==> src/rtl/cdb_arbiter_pkg.sv <==
// -----------------------------------------------------------------------------
// cdb_arbiter_pkg
// Shared types and constants for the common-data-bus transmitter.
//   cdb_t          : broadcast record {br_en, br_target, value, tag, valid}
//   CDB_W          : width of cdb_t (70)
//   CDB_SRC_*      : source index assignment (ALU, MUL, CMP, LOAD)
//   CDB_VALID_BIT  : bit position of cdb_t.valid inside the packed vector
//   cdb_pack()     : builds a cdb_t from its fields
// -----------------------------------------------------------------------------
package cdb_arbiter_pkg;

    typedef struct packed {
        logic        br_en;
        logic [31:0] br_target;
        logic [31:0] value;
        logic [3:0]  tag;
        logic        valid;
    } cdb_t;

    localparam int CDB_W         = $bits(cdb_t);
    localparam int CDB_SRC_ALU   = 0;
    localparam int CDB_SRC_MUL   = 1;
    localparam int CDB_SRC_CMP   = 2;
    localparam int CDB_SRC_LD    = 3;
    localparam int CDB_VALID_BIT = 0;

    function automatic cdb_t cdb_pack(input logic        br_en,
                                      input logic [31:0] br_target,
                                      input logic [31:0] value,
                                      input logic [3:0]  tag,
                                      input logic        valid);
        cdb_t c;
        c.br_en     = br_en;
        c.br_target = br_target;
        c.value     = value;
        c.tag       = tag;
        c.valid     = valid;
        return c;
    endfunction

endpackage

==> src/rtl/cdb_src_fifo.sv <==
// -----------------------------------------------------------------------------
// cdb_src_fifo
// Per-source holding FIFO in front of the CDB arbiter.
// Parameters: BUF_DEPTH (power of 2, >= 2), DATA_W (payload width).
// Ports:
//   clk, rst_n  : clock, asynchronous active-low reset
//   flush       : discards every buffered entry at the edge
//   enq/enq_data: push request and payload (ignored when full or flushing)
//   deq         : pop request (ignored when empty or flushing)
//   head_data   : oldest entry
//   empty, count: occupancy, both straight from registered state
// -----------------------------------------------------------------------------
module cdb_src_fifo
    import cdb_arbiter_pkg::*;
#(
    parameter int BUF_DEPTH = 2,
    parameter int DATA_W    = CDB_W
) (
    input  logic                       clk,
    input  logic                       rst_n,
    input  logic                       flush,
    input  logic                       enq,
    input  logic [DATA_W-1:0]          enq_data,
    input  logic                       deq,
    output logic [DATA_W-1:0]          head_data,
    output logic                       empty,
    output logic [$clog2(BUF_DEPTH):0] count
);

    localparam int PTR_W = $clog2(BUF_DEPTH);
    localparam int CNT_W = PTR_W + 1;

    logic [DATA_W-1:0] mem_r [BUF_DEPTH];
    logic [PTR_W-1:0]  rd_ptr_r;
    logic [PTR_W-1:0]  wr_ptr_r;
    logic [CNT_W-1:0]  count_r;
    logic [CNT_W-1:0]  count_nxt_s;
    logic              enq_ok_s;
    logic              deq_ok_s;

    assign enq_ok_s  = enq && (count_r < CNT_W'(BUF_DEPTH));
    assign deq_ok_s  = deq && (count_r != {CNT_W{1'b0}});
    assign head_data = mem_r[rd_ptr_r];
    assign empty     = (count_r == {CNT_W{1'b0}});
    assign count     = count_r;

    // Next occupancy: a simultaneous push and pop leaves the count unchanged.
    always_comb begin
        count_nxt_s = count_r;
        if (enq_ok_s && !deq_ok_s) begin
            count_nxt_s = count_r + CNT_W'(1);
        end else if (!enq_ok_s && deq_ok_s) begin
            count_nxt_s = count_r - CNT_W'(1);
        end else begin
            count_nxt_s = count_r;
        end
    end

    // Storage, pointers and count; pointers wrap naturally since depth is 2^n.
    always_ff @(posedge clk or negedge rst_n) begin
        if (!rst_n) begin
            for (int i = 0; i < BUF_DEPTH; i++) begin
                mem_r[i] <= {DATA_W{1'b0}};
            end
            rd_ptr_r <= {PTR_W{1'b0}};
            wr_ptr_r <= {PTR_W{1'b0}};
            count_r  <= {CNT_W{1'b0}};
        end else if (flush) begin
            rd_ptr_r <= {PTR_W{1'b0}};
            wr_ptr_r <= {PTR_W{1'b0}};
            count_r  <= {CNT_W{1'b0}};
        end else begin
            if (enq_ok_s) begin
                mem_r[wr_ptr_r] <= enq_data;
                wr_ptr_r        <= wr_ptr_r + PTR_W'(1);
            end
            if (deq_ok_s) begin
                rd_ptr_r <= rd_ptr_r + PTR_W'(1);
            end
            count_r <= count_nxt_s;
        end
    end

endmodule

==> src/rtl/cdb_arbiter.sv <==
// -----------------------------------------------------------------------------
// cdb_arbiter
// Transmitter side of the common data bus: buffers functional-unit results
// in per-source FIFOs and broadcasts one per cycle, round-robin, on cdb_o.
// Parameters: NUM_SRC (0=ALU,1=MUL,2=CMP,3=LOAD), BUF_DEPTH, CDB_W.
// Ports:
//   clk, rst_n : clock, asynchronous active-low reset
//   flush      : mispredict flush, drops everything buffered and incoming
//   src_valid  : per-source result valid
//   src_data   : per-source cdb_t payload, source i at [i*CDB_W +: CDB_W]
//   src_ready  : per-source FIFO has room (registered count only, 0 in reset)
//   cdb_o      : registered cdb_t broadcast
// Optional (macro CDB_ARB_PERF_EN):
//   perf_bcast_cnt : saturating count of broadcasts
//   perf_stall_cnt : saturating count of cycles with a refused src_valid
// -----------------------------------------------------------------------------
module cdb_arbiter #(
    parameter int NUM_SRC   = 4,
    parameter int BUF_DEPTH = 2,
    parameter int CDB_W     = cdb_arbiter_pkg::CDB_W
) (
    input  logic                     clk,
    input  logic                     rst_n,
    input  logic                     flush,
    input  logic [NUM_SRC-1:0]       src_valid,
    input  logic [NUM_SRC*CDB_W-1:0] src_data,
    output logic [NUM_SRC-1:0]       src_ready,
    output logic [CDB_W-1:0]         cdb_o
`ifdef CDB_ARB_PERF_EN
    ,
    output logic [31:0]              perf_bcast_cnt,
    output logic [31:0]              perf_stall_cnt
`endif
);

    import cdb_arbiter_pkg::*;

    localparam int PTR_W = (NUM_SRC > 1) ? $clog2(NUM_SRC) : 1;
    localparam int CNT_W = $clog2(BUF_DEPTH) + 1;

    logic [NUM_SRC-1:0] enq_s;
    logic [NUM_SRC-1:0] deq_s;
    logic [NUM_SRC-1:0] empty_s;
    logic [CDB_W-1:0]   head_s  [NUM_SRC];
    logic [CNT_W-1:0]   count_s [NUM_SRC];

    logic [PTR_W-1:0]   rr_ptr_r;
    logic [PTR_W-1:0]   rr_ptr_nxt_s;
    logic [PTR_W-1:0]   grant_idx_s;
    logic [PTR_W-1:0]   cand_s;
    logic               grant_vld_s;
    logic [CDB_W-1:0]   cdb_r;
    logic [CDB_W-1:0]   cdb_nxt_s;

    for (genvar i = 0; i < NUM_SRC; i++) begin : g_src
        cdb_src_fifo #(
            .BUF_DEPTH (BUF_DEPTH),
            .DATA_W    (CDB_W)
        ) u_fifo (
            .clk       (clk),
            .rst_n     (rst_n),
            .flush     (flush),
            .enq       (enq_s[i]),
            .enq_data  (src_data[i*CDB_W +: CDB_W]),
            .deq       (deq_s[i]),
            .head_data (head_s[i]),
            .empty     (empty_s[i]),
            .count     (count_s[i])
        );
    end

    // Ready depends on the registered count only, so a full FIFO cannot
    // accept in the same cycle it is being drained.
    always_comb begin
        src_ready = {NUM_SRC{1'b0}};
        enq_s     = {NUM_SRC{1'b0}};
        for (int i = 0; i < NUM_SRC; i++) begin
            if (rst_n && (count_s[i] < CNT_W'(BUF_DEPTH))) begin
                src_ready[i] = 1'b1;
            end else begin
                src_ready[i] = 1'b0;
            end
            enq_s[i] = src_valid[i] & src_ready[i] & ~flush;
        end
    end

    // Round-robin scan: first non-empty FIFO at or after rr_ptr, with wrap.
    always_comb begin
        grant_vld_s = 1'b0;
        grant_idx_s = {PTR_W{1'b0}};
        cand_s      = {PTR_W{1'b0}};
        for (int k = 0; k < NUM_SRC; k++) begin
            cand_s = PTR_W'((int'(rr_ptr_r) + k) % NUM_SRC);
            if (!grant_vld_s && !empty_s[cand_s]) begin
                grant_vld_s = 1'b1;
                grant_idx_s = cand_s;
            end else begin
                grant_vld_s = grant_vld_s;
            end
        end
    end

    // Dequeue the granted head; a flush suppresses the grant entirely.
    always_comb begin
        deq_s = {NUM_SRC{1'b0}};
        for (int i = 0; i < NUM_SRC; i++) begin
            if (grant_vld_s && !flush && (grant_idx_s == PTR_W'(i))) begin
                deq_s[i] = 1'b1;
            end else begin
                deq_s[i] = 1'b0;
            end
        end
    end

    // Next broadcast and pointer: idle cycles only drop valid, fields hold.
    always_comb begin
        cdb_nxt_s    = cdb_r;
        rr_ptr_nxt_s = rr_ptr_r;
        if (flush) begin
            cdb_nxt_s[CDB_VALID_BIT] = 1'b0;
        end else if (grant_vld_s) begin
            cdb_nxt_s                = head_s[grant_idx_s];
            cdb_nxt_s[CDB_VALID_BIT] = 1'b1;
            if (grant_idx_s == PTR_W'(NUM_SRC - 1)) begin
                rr_ptr_nxt_s = {PTR_W{1'b0}};
            end else begin
                rr_ptr_nxt_s = grant_idx_s + PTR_W'(1);
            end
        end else begin
            cdb_nxt_s[CDB_VALID_BIT] = 1'b0;
        end
    end

    // Broadcast register and round-robin pointer.
    always_ff @(posedge clk or negedge rst_n) begin
        if (!rst_n) begin
            cdb_r    <= {CDB_W{1'b0}};
            rr_ptr_r <= {PTR_W{1'b0}};
        end else begin
            cdb_r    <= cdb_nxt_s;
            rr_ptr_r <= rr_ptr_nxt_s;
        end
    end

    assign cdb_o = cdb_r;

`ifdef CDB_ARB_PERF_EN
    logic [31:0] perf_bcast_r;
    logic [31:0] perf_stall_r;
    logic        stall_s;

    assign stall_s = |(src_valid & ~src_ready);

    // Saturating event counters; flush deliberately leaves them alone.
    always_ff @(posedge clk or negedge rst_n) begin
        if (!rst_n) begin
            perf_bcast_r <= 32'd0;
            perf_stall_r <= 32'd0;
        end else begin
            if (grant_vld_s && !flush && (perf_bcast_r != 32'hFFFF_FFFF)) begin
                perf_bcast_r <= perf_bcast_r + 32'd1;
            end
            if (stall_s && (perf_stall_r != 32'hFFFF_FFFF)) begin
                perf_stall_r <= perf_stall_r + 32'd1;
            end
        end
    end

    assign perf_bcast_cnt = perf_bcast_r;
    assign perf_stall_cnt = perf_stall_r;
`endif

endmodule

==> config.mk <==
export PLATFORM = sky130hd
export DESIGN_NAME = cdb_arbiter
export DESIGN_NICKNAME = d
export VERILOG_FILES = /design/src/rtl/cdb_arbiter_pkg.sv /design/src/rtl/cdb_src_fifo.sv /design/src/rtl/cdb_arbiter.sv
export SDC_FILE = /design/constraint.sdc
export NUM_CORES = 1
export LEC_CHECK = 0
export BUFFER_PORTS_ARGS = -buffer_cell sky130_fd_sc_hd__clkbuf_2
export CORE_ASPECT_RATIO = 0.5
export CORE_MARGIN = 2
export CORE_UTILIZATION = 40
export DETAILED_ROUTE_END_ITERATION = 10
export GPL_ROUTABILITY_DRIVEN = 0
export GPL_TIMING_DRIVEN = 0
export PLACE_DENSITY = 0.57
export REMOVE_ABC_BUFFERS = 1
export SYNTH_ARGS = -nofsm -noshare
export SYNTH_HDL_FRONTEND = slang
export SYNTH_SLANG_ARGS = --single-unit
==> constraint.sdc <==
create_clock -name clk -period 2.6 [get_ports clk]
set_input_delay 0.52 -clock clk [delete_from_list [all_inputs] [get_ports clk]]
set_output_delay 0.52 -clock clk [all_outputs]
set_load 0.005 [all_outputs]
# Word-level counts from Yosys, hierarchy flattened
# Cells that the tools add are included.
[word_totals]
in_bits = 287
regBits = 648
[classes]
n_lt_le_gt_ge = 21
n_mux = 82
eq_ne = 3
n_reduce_logical = 72
n_addsub = 20
bitwise_logic = 18
[ops]
columns = ["operator", "count"]
rows = [
  ["70-bit two-way mux", 18],
  ["140-bit bitwise mux", 4],
  ["70-bit demux with 1-bit select", 4],
  ["70-bit binary-select mux with 2-bit select", 1],
  ["1-bit two-way mux", 34],
  ["2-bit two-way mux", 17],
  ["1-bit logical AND", 32],
  ["2-bit nonzero test", 12],
  ["2-bit greater-or-equal comparator, second input constant", 8],
  ["1-bit NOT with 2-bit output", 8],
  ["1-bit zero test", 14],
  ["2-bit by 1-bit adder with 2-bit output, second input constant", 6],
  ["2-bit by 3-bit less-than comparator with 1-bit output, second input constant", 4],
  ["3-bit nonzero test", 4],
  ["2-bit zero test", 5],
  ["2-bit AND reduction", 5],
  ["1-bit adder, second input constant", 8],
  ["1-bit bitwise AND", 8],
  ["1-bit binary-select mux with 2-bit select", 4],
  ["2-bit by 1-bit less-than comparator with 1-bit output, second input constant", 4],
  ["2-bit less-than comparator, second input constant", 4],
  ["2-bit by 1-bit subtractor with 2-bit output, second input constant", 4],
  ["2-bit adder, second input constant", 2],
  ["2-bit == test, second input constant", 2],
  ["other kinds (4)", 4],
]

# Logic depth before layout (Yosys ltp)
[logic_depth]
word_depth = 20
ltp_mapped = 11

# Cells and area by module
# A second synthesis with hierarchy kept.
[hier_totals]
hier_cells = 2160
hier_area_um2 = 30277.8
[by_module_without_submodules]
columns = ["mod", "seq_area_each_um2", "instances", "area_per_inst_um2", "cells_per_inst"]
rows = [
  ["cdb_src_fifo", 3603.5, 4, 6304.8, 395],
  ["cdb_arbiter", 1801.7, 1, 5058.6, 580],
]

# Least setup slack after synthesis
# Ideal clock, no wire load.
[synth_timing]
kind = "reg-to-reg"
from = "reg g_src[3].u_fifo.count_r[1]"
to = "reg g_src[3].u_fifo.count_r[0]"
setup_ns = 0.137
slack_ns = 0.432
stages_incl_launch_ff = 11
required_ns = 2.463
arrival_ns = 2.032
path_cell_list = "dfrtp_1 -> buf_2 -> or2_2 -> o21bai_1 -> o22a_1 -> buf_2 -> buf_2 -> ha_1 -> nand2b_1 -> xnor2_1 -> a21oi_1"
[synth_between]
elab_chain_cells = 20
elab_cells_between_ends = 44
[synth_rtl]
columns = ["element", "line_no", "rtl"]
rows = [
  ["start: declaration", "cdb_src_fifo.sv:36", "logic [CNT_W-1:0] count_r;"],
  ["start signal: assignment", "cdb_src_fifo.sv:67", "count_r <= {CNT_W{1'b0}};"],
  ["start signal: assignment", "cdb_src_fifo.sv:71", "count_r <= {CNT_W{1'b0}};"],
  ["start signal: assignment", "cdb_src_fifo.sv:80", "count_r <= count_nxt_s;"],
  ["2-bit zero test", "cdb_src_fifo.sv:44", "assign empty = (count_r == {CNT_W{1'b0}});"],
  ["1-bit binary-select mux with 2-bit select", "cdb_arbiter.sv:94", "if (!grant_vld_s && !empty_s[cand_s]) begin"],
  ["1-bit two-way mux (implied by the code)", "cdb_arbiter.sv:94", ""],
  ["1-bit zero test", "cdb_arbiter.sv:94", ""],
  ["1-bit logical AND", "cdb_arbiter.sv:94", ""],
  ["1-bit two-way mux", "cdb_arbiter.sv:94", ""],
  ["1-bit zero test", "cdb_arbiter.sv:94", ""],
  ["1-bit logical AND", "cdb_arbiter.sv:94", ""],
  ["(+4 left out)", "n/a", ""],
  ["2-bit == test / 1-bit logical AND (equally long branches)", "cdb_arbiter.sv:107", "if (grant_vld_s && !flush && (grant_idx_s == PTR_W'(i))) begin"],
  ["1-bit logical AND", "cdb_arbiter.sv:107", ""],
  ["1-bit two-way mux", "cdb_arbiter.sv:107", ""],
  ["1-bit logical AND", "cdb_src_fifo.sv:42", "assign deq_ok_s = deq && (count_r != {CNT_W{1'b0}});"],
  ["1-bit zero test", "cdb_src_fifo.sv:50", "if (enq_ok_s && !deq_ok_s) begin"],
  ["1-bit logical AND", "cdb_src_fifo.sv:50", ""],
  ["2-bit two-way mux", "cdb_src_fifo.sv:50", ""],
  ["2-bit two-way mux", "cdb_src_fifo.sv:68", "end else if (flush) begin"],
]
# Several ways; a longest one is shown, not always the timed one. The select of a mux whose other input is x is not followed.
# A chain may end at the register's enable or synchronous reset.

# Final worst setup path
[layout_timing]
from = "reg g_src[3].u_fifo.count_r[0]"
to = "reg cdb_r[14] (netlist: cdb_o[14])"
[layout_between]
elab_chain_cells = 16
elab_cells_between_ends = 30
[layout_rtl]
columns = ["element", "line_no", "rtl"]
rows = [
  ["2-bit zero test (*)", "cdb_src_fifo.sv:44", ""],
  ["1-bit binary-select mux with 2-bit select", "cdb_arbiter.sv:94", ""],
  ["1-bit two-way mux (implied by the code)", "cdb_arbiter.sv:94", ""],
  ["1-bit zero test", "cdb_arbiter.sv:94", ""],
  ["1-bit logical AND", "cdb_arbiter.sv:94", ""],
  ["1-bit two-way mux", "cdb_arbiter.sv:94", ""],
  ["1-bit zero test", "cdb_arbiter.sv:94", ""],
  ["1-bit logical AND", "cdb_arbiter.sv:94", ""],
  ["1-bit two-way mux", "cdb_arbiter.sv:94", ""],
  ["1-bit zero test", "cdb_arbiter.sv:94", ""],
  ["1-bit logical AND", "cdb_arbiter.sv:94", ""],
  ["2-bit two-way mux", "cdb_arbiter.sv:94", ""],
  ["2-bit NOT with 3-bit output (implied by the code)", "cdb_arbiter.sv:122", "cdb_nxt_s = head_s[grant_idx_s];"],
  ["70-bit binary-select mux with 2-bit select", "cdb_arbiter.sv:122", ""],
  ["70-bit two-way mux (implied by the code) (2 in a row)", "cdb_arbiter.sv:122", ""],
  ["end signal: assignment", "cdb_arbiter.sv:137", "cdb_r <= {CDB_W{1'b0}};"],
  ["end signal: assignment", "cdb_arbiter.sv:140", "cdb_r <= cdb_nxt_s;"],
  ["end: declaration", "cdb_arbiter.sv:52", "logic [CDB_W-1:0] cdb_r;"],
]
# Mark *: on every way between the ends. The rest lies on a longest branch, timed or not. The select of a mux whose other input is x is not followed.

==> results.json <==
{
  "status": "complete, but fails checks",
  "violations": "design-rule violations, negative hold slack",
  "clockBufferDepth": 3,
  "pre_cts_ws_ps": -1420,
  "cp_max_fo": 38,
  "syn_to_final_growth_pct": 21.9,
  "die_w_microns": 384,
  "routed-wl-met2_mm": 41.0,
  "register_area_sq_um": 16000,
  "multi_input_area_sq_um": 12500,
  "hold_violations": 2,
  "nets": 2726,
  "nFillCells": 6326,
  "highest_layer": "met5",
  "antenna_found_initial": 17,
  "clock_sinks": 640,
  "htreeDepth": 2,
  "peakVddDrop_v": 0.000533,
  "drt-met1-wl_mm": 36.5,
  "leakagePower_nw": 15.9,
  "postRouteAntennaNets": 0,
  "io_pins": 361,
  "drive_gt1_frac": 0.458,
  "cp_data_required_time_ps": 3150,
  "routed-wl-met3_mm": 2.48,
  "netlist_area_sq_um": 28900,
  "synth_cells": 2054,
  "period_share": 0.965,
  "cellPowerDensity_nw_per_um2": 950,
  "dr_total_vias": 17800,
  "cts_buffers": 60,
  "clock-root-buffer": "clkbuf_16",
  "async_flop_share": 1.00,
  "synthDistinctLibCells": 42,
  "avgSynthCellArea_sq_um": 14.1,
  "timing.hold.ws_ps": -7.14,
  "die_height_microns": 194,
  "fin_cells": 3457,
  "io_buffers": 356,
  "viasPerCell": 5.16,
  "die_area_sq_um": 74600,
  "synth-seq-area-share": 0.553,
  "first_global_vias": 19000,
  "synth-seq-cells": 640,
  "relSlewSlack": 0.276,
  "setup-violations-final": 0,
  "synth_edf_count": 0,
  "hold_class": "input port to asynchronous set/reset pin",
  "startpoint_type": "flop",
  "dr.first_iter.drc_count": 895,
  "dp_hpwl_mm": 53.7,
  "grt_overflow_total": 0,
  "fin_crit_ps": 2510,
  "reg2reg_from": "g_src[3].u_fifo.count[0]$_DFFE_PN0P_",
  "cts_tree": "done",
  "layout_setup_ws_ps": 89.8,
  "grt_use_total": 0.220,
  "fp-row-count": 69,
  "drc": 10,
  "maxSlewViolCount": 0,
  "routedWlPerCell_microns": 23.6,
  "dr.pass1.iters": 7,
  "crit_type": "flop to flop",
  "worst_slew_pin_slew_ps": 1080,
  "ff2ff_setup_slack_ps": 90,
  "drt_wl_total_mm": 81.6,
  "crit_start": "g_src[3].u_fifo.count[0]$_DFFE_PN0P_",
  "skew_ps": 14.5,
  "placed_cells": 3304,
  "clk_pin_slew_worst_paths_ps": 70,
  "synthFlopType": "dfrtp_1",
  "crit_path_end_kind": "flop",
  "yosys_warnings": 0,
  "grt_pass1_wl_mm": 122,
  "start_util": 0.406,
  "max_freq_mhz": 398,
  "maxCapViolations": 0,
  "crit_arrival_ps": 3060,
  "core_area_sq_um": 71300,
  "grt_max_degree": 104,
  "clk_latency_ps": 630
}
## layout by cell type (no fill, tap or decap), types with 4 or more instances in the layout
master / synthesis / layout
dfrtp_1: 640 / 632
mux2_2: 553 / 553
mux2i_1: 484 / 484
clkbuf_2: 0 / 355
nor2_1: 92 / 89
a21oi_1: 79 / 78
clkbuf_16: 0 / 62
buf_16: 0 / 29
buf_6: 6 / 20
buf_4: 3 / 20
buf_8: 0 / 18
diode_2: 0 / 14
clkinv_2: 0 / 14
clkbuf_8: 0 / 14
clkbuf_1: 75 / 12
xnor2_1: 7 / 7
buf_12: 0 / 7
nor2b_1: 8 / 6
nand2_1: 7 / 6
bufinv_16: 0 / 6
nor2_4: 0 / 5
nand3b_1: 5 / 5
nand2b_1: 4 / 4
xor2_1: 4 / 4
dfrtp_2: 0 / 4
dfrtp_4: 0 / 4
## synth_stat cells (all sizes together) (2+ instances only)
| cell | instances | area, sq um |
|---|---|---|
| o21bai | 3 | 22.5 |
| nor2b | 8 | 50.1 |
| a21oi | 79 | 395 |
| nand2b | 4 | 25.0 |
| mux2i | 484 | 4840 |
| xor2 | 4 | 35.0 |
| a2bb2oi | 2 | 17.5 |
| o21ai | 3 | 15.0 |
| nand3b | 5 | 37.5 |
| nor3 | 3 | 15.0 |
| nand2 | 7 | 26.3 |
| nor4 | 3 | 25.0 |
| dfrtp | 640 | 16000 |
| nor2 | 94 | 358 |
| buf | 59 | 318 |
| xnor2 | 7 | 61.3 |
| clkbuf | 75 | 282 |
| mux2 | 553 | 6230 |
| a31oi | 3 | 18.8 |
| nand3 | 2 | 10.0 |
## kinds of logic after synthesis
logic type | after synthesis | synth area share
AO/OA/AOI/OAI | 97 | 0.0182
XOR/XNOR | 11 | 0.00333
adder cells (fa/ha/maj) | 1 | 0.000432
buffers and inverters | 135 | 0.0209
flip-flops | 640 | 0.553
multiplexers | 1037 | 0.383
AND/OR/NAND/NOR | 133 | 0.0210
## flip-flops by register name, summed over array words and instances (netlist names)
signal,cells
g_src.u_fifo.mem_r,552
g_src.u_fifo.wr_ptr_r,4
cdb_o,70
rr_ptr_r,2
g_src.u_fifo.rd_ptr_r,4
g_src.u_fifo.count,8
## worst max-delay path, cell delays in order (launching register included)
cell	delay [ps]
dfrtp_1	440
or2_2	390
a21boi_4	250
or3_4	250
buf_4	210
buf_16	250
mux2i_1	260
mux2i_1	100
a21oi_1	170
## through the flow
| stage | instance area (sq um) | total power, W | utilization | TNS [ps] | hold slack [ps] |
|---|---|---|---|---|---|
| finish | 35300 | 0.0335 | 0.495 | 0 | -7.14 |
| detailed placement | 32700 | 0.0242 | 0.459 | -529550 | 493 |
| global route | 35300 | 0.0355 | 0.495 | -0.0258 | 12.3 |
| floorplan | 28300 | 0.0211 | - | -1149410 | 224 |
| CTS | 35200 | 0.0339 | 0.493 | 0 | 1.38 |
| global placement | 31300 | 0.0234 | 0.439 | - | 487 |
## routing by layer
metal | vias up | global-route usage
met5 | - | 0
met1 | 9314 | 0.295
met2 | 219 | 0.373
met4 | 2 | 0.0598
li1 | 8208 | -
met3 | 91 | 0.0305
## timing repair
action	4_1_cts	5_1_grt
gates resized for setup	18	10
pin swaps	7	1
endpoints found under the setup margin	543	28
hold endpoints to repair	74	0
gates cloned	5	0
buffers inserted	15	6
hold buffers	4	0
## report_power, final
part	switching (W)	total [W]	internal, W	leakage (nW)
clock	0.00397	0.00925	0.00528	1.01
sequential	0.00158	0.0146	0.0130	7.77
combinational	0.00449	0.00971	0.00522	7.10
total	0.0100	0.0335	0.0235	15.9
## layout make-up
class	instances	area share
multi-input combinational	1282	0.354
inverter	1	0.000567
clock buffer	87	0.0500
timing repair buffer	453	0.0981
tap	958	0.0340
antenna	14	0.000993
sequential	640	0.454
clock inverter	22	0.00752
## path summary, 6_finish.rpt
path                                                     endpoint  cells past startpoint
hold / removal              g_src[3].u_fifo.mem_r[98]$_DFFE_PN0P_                      2
min in group clk             g_src[3].u_fifo.mem_r[1]$_DFFE_PN0P_                      2
setup reg to reg                            cdb_o[14]$_DFFE_PN0N_                      8
setup / recovery                            cdb_o[14]$_DFFE_PN0N_                      8
max in group asynchronous  g_src[1].u_fifo.mem_r[111]$_DFFE_PN0P_                      3
hold reg to reg            g_src[3].u_fifo.mem_r[139]$_DFFE_PN0P_                      1
Note: power is estimated with default switching activity, not from simulation.
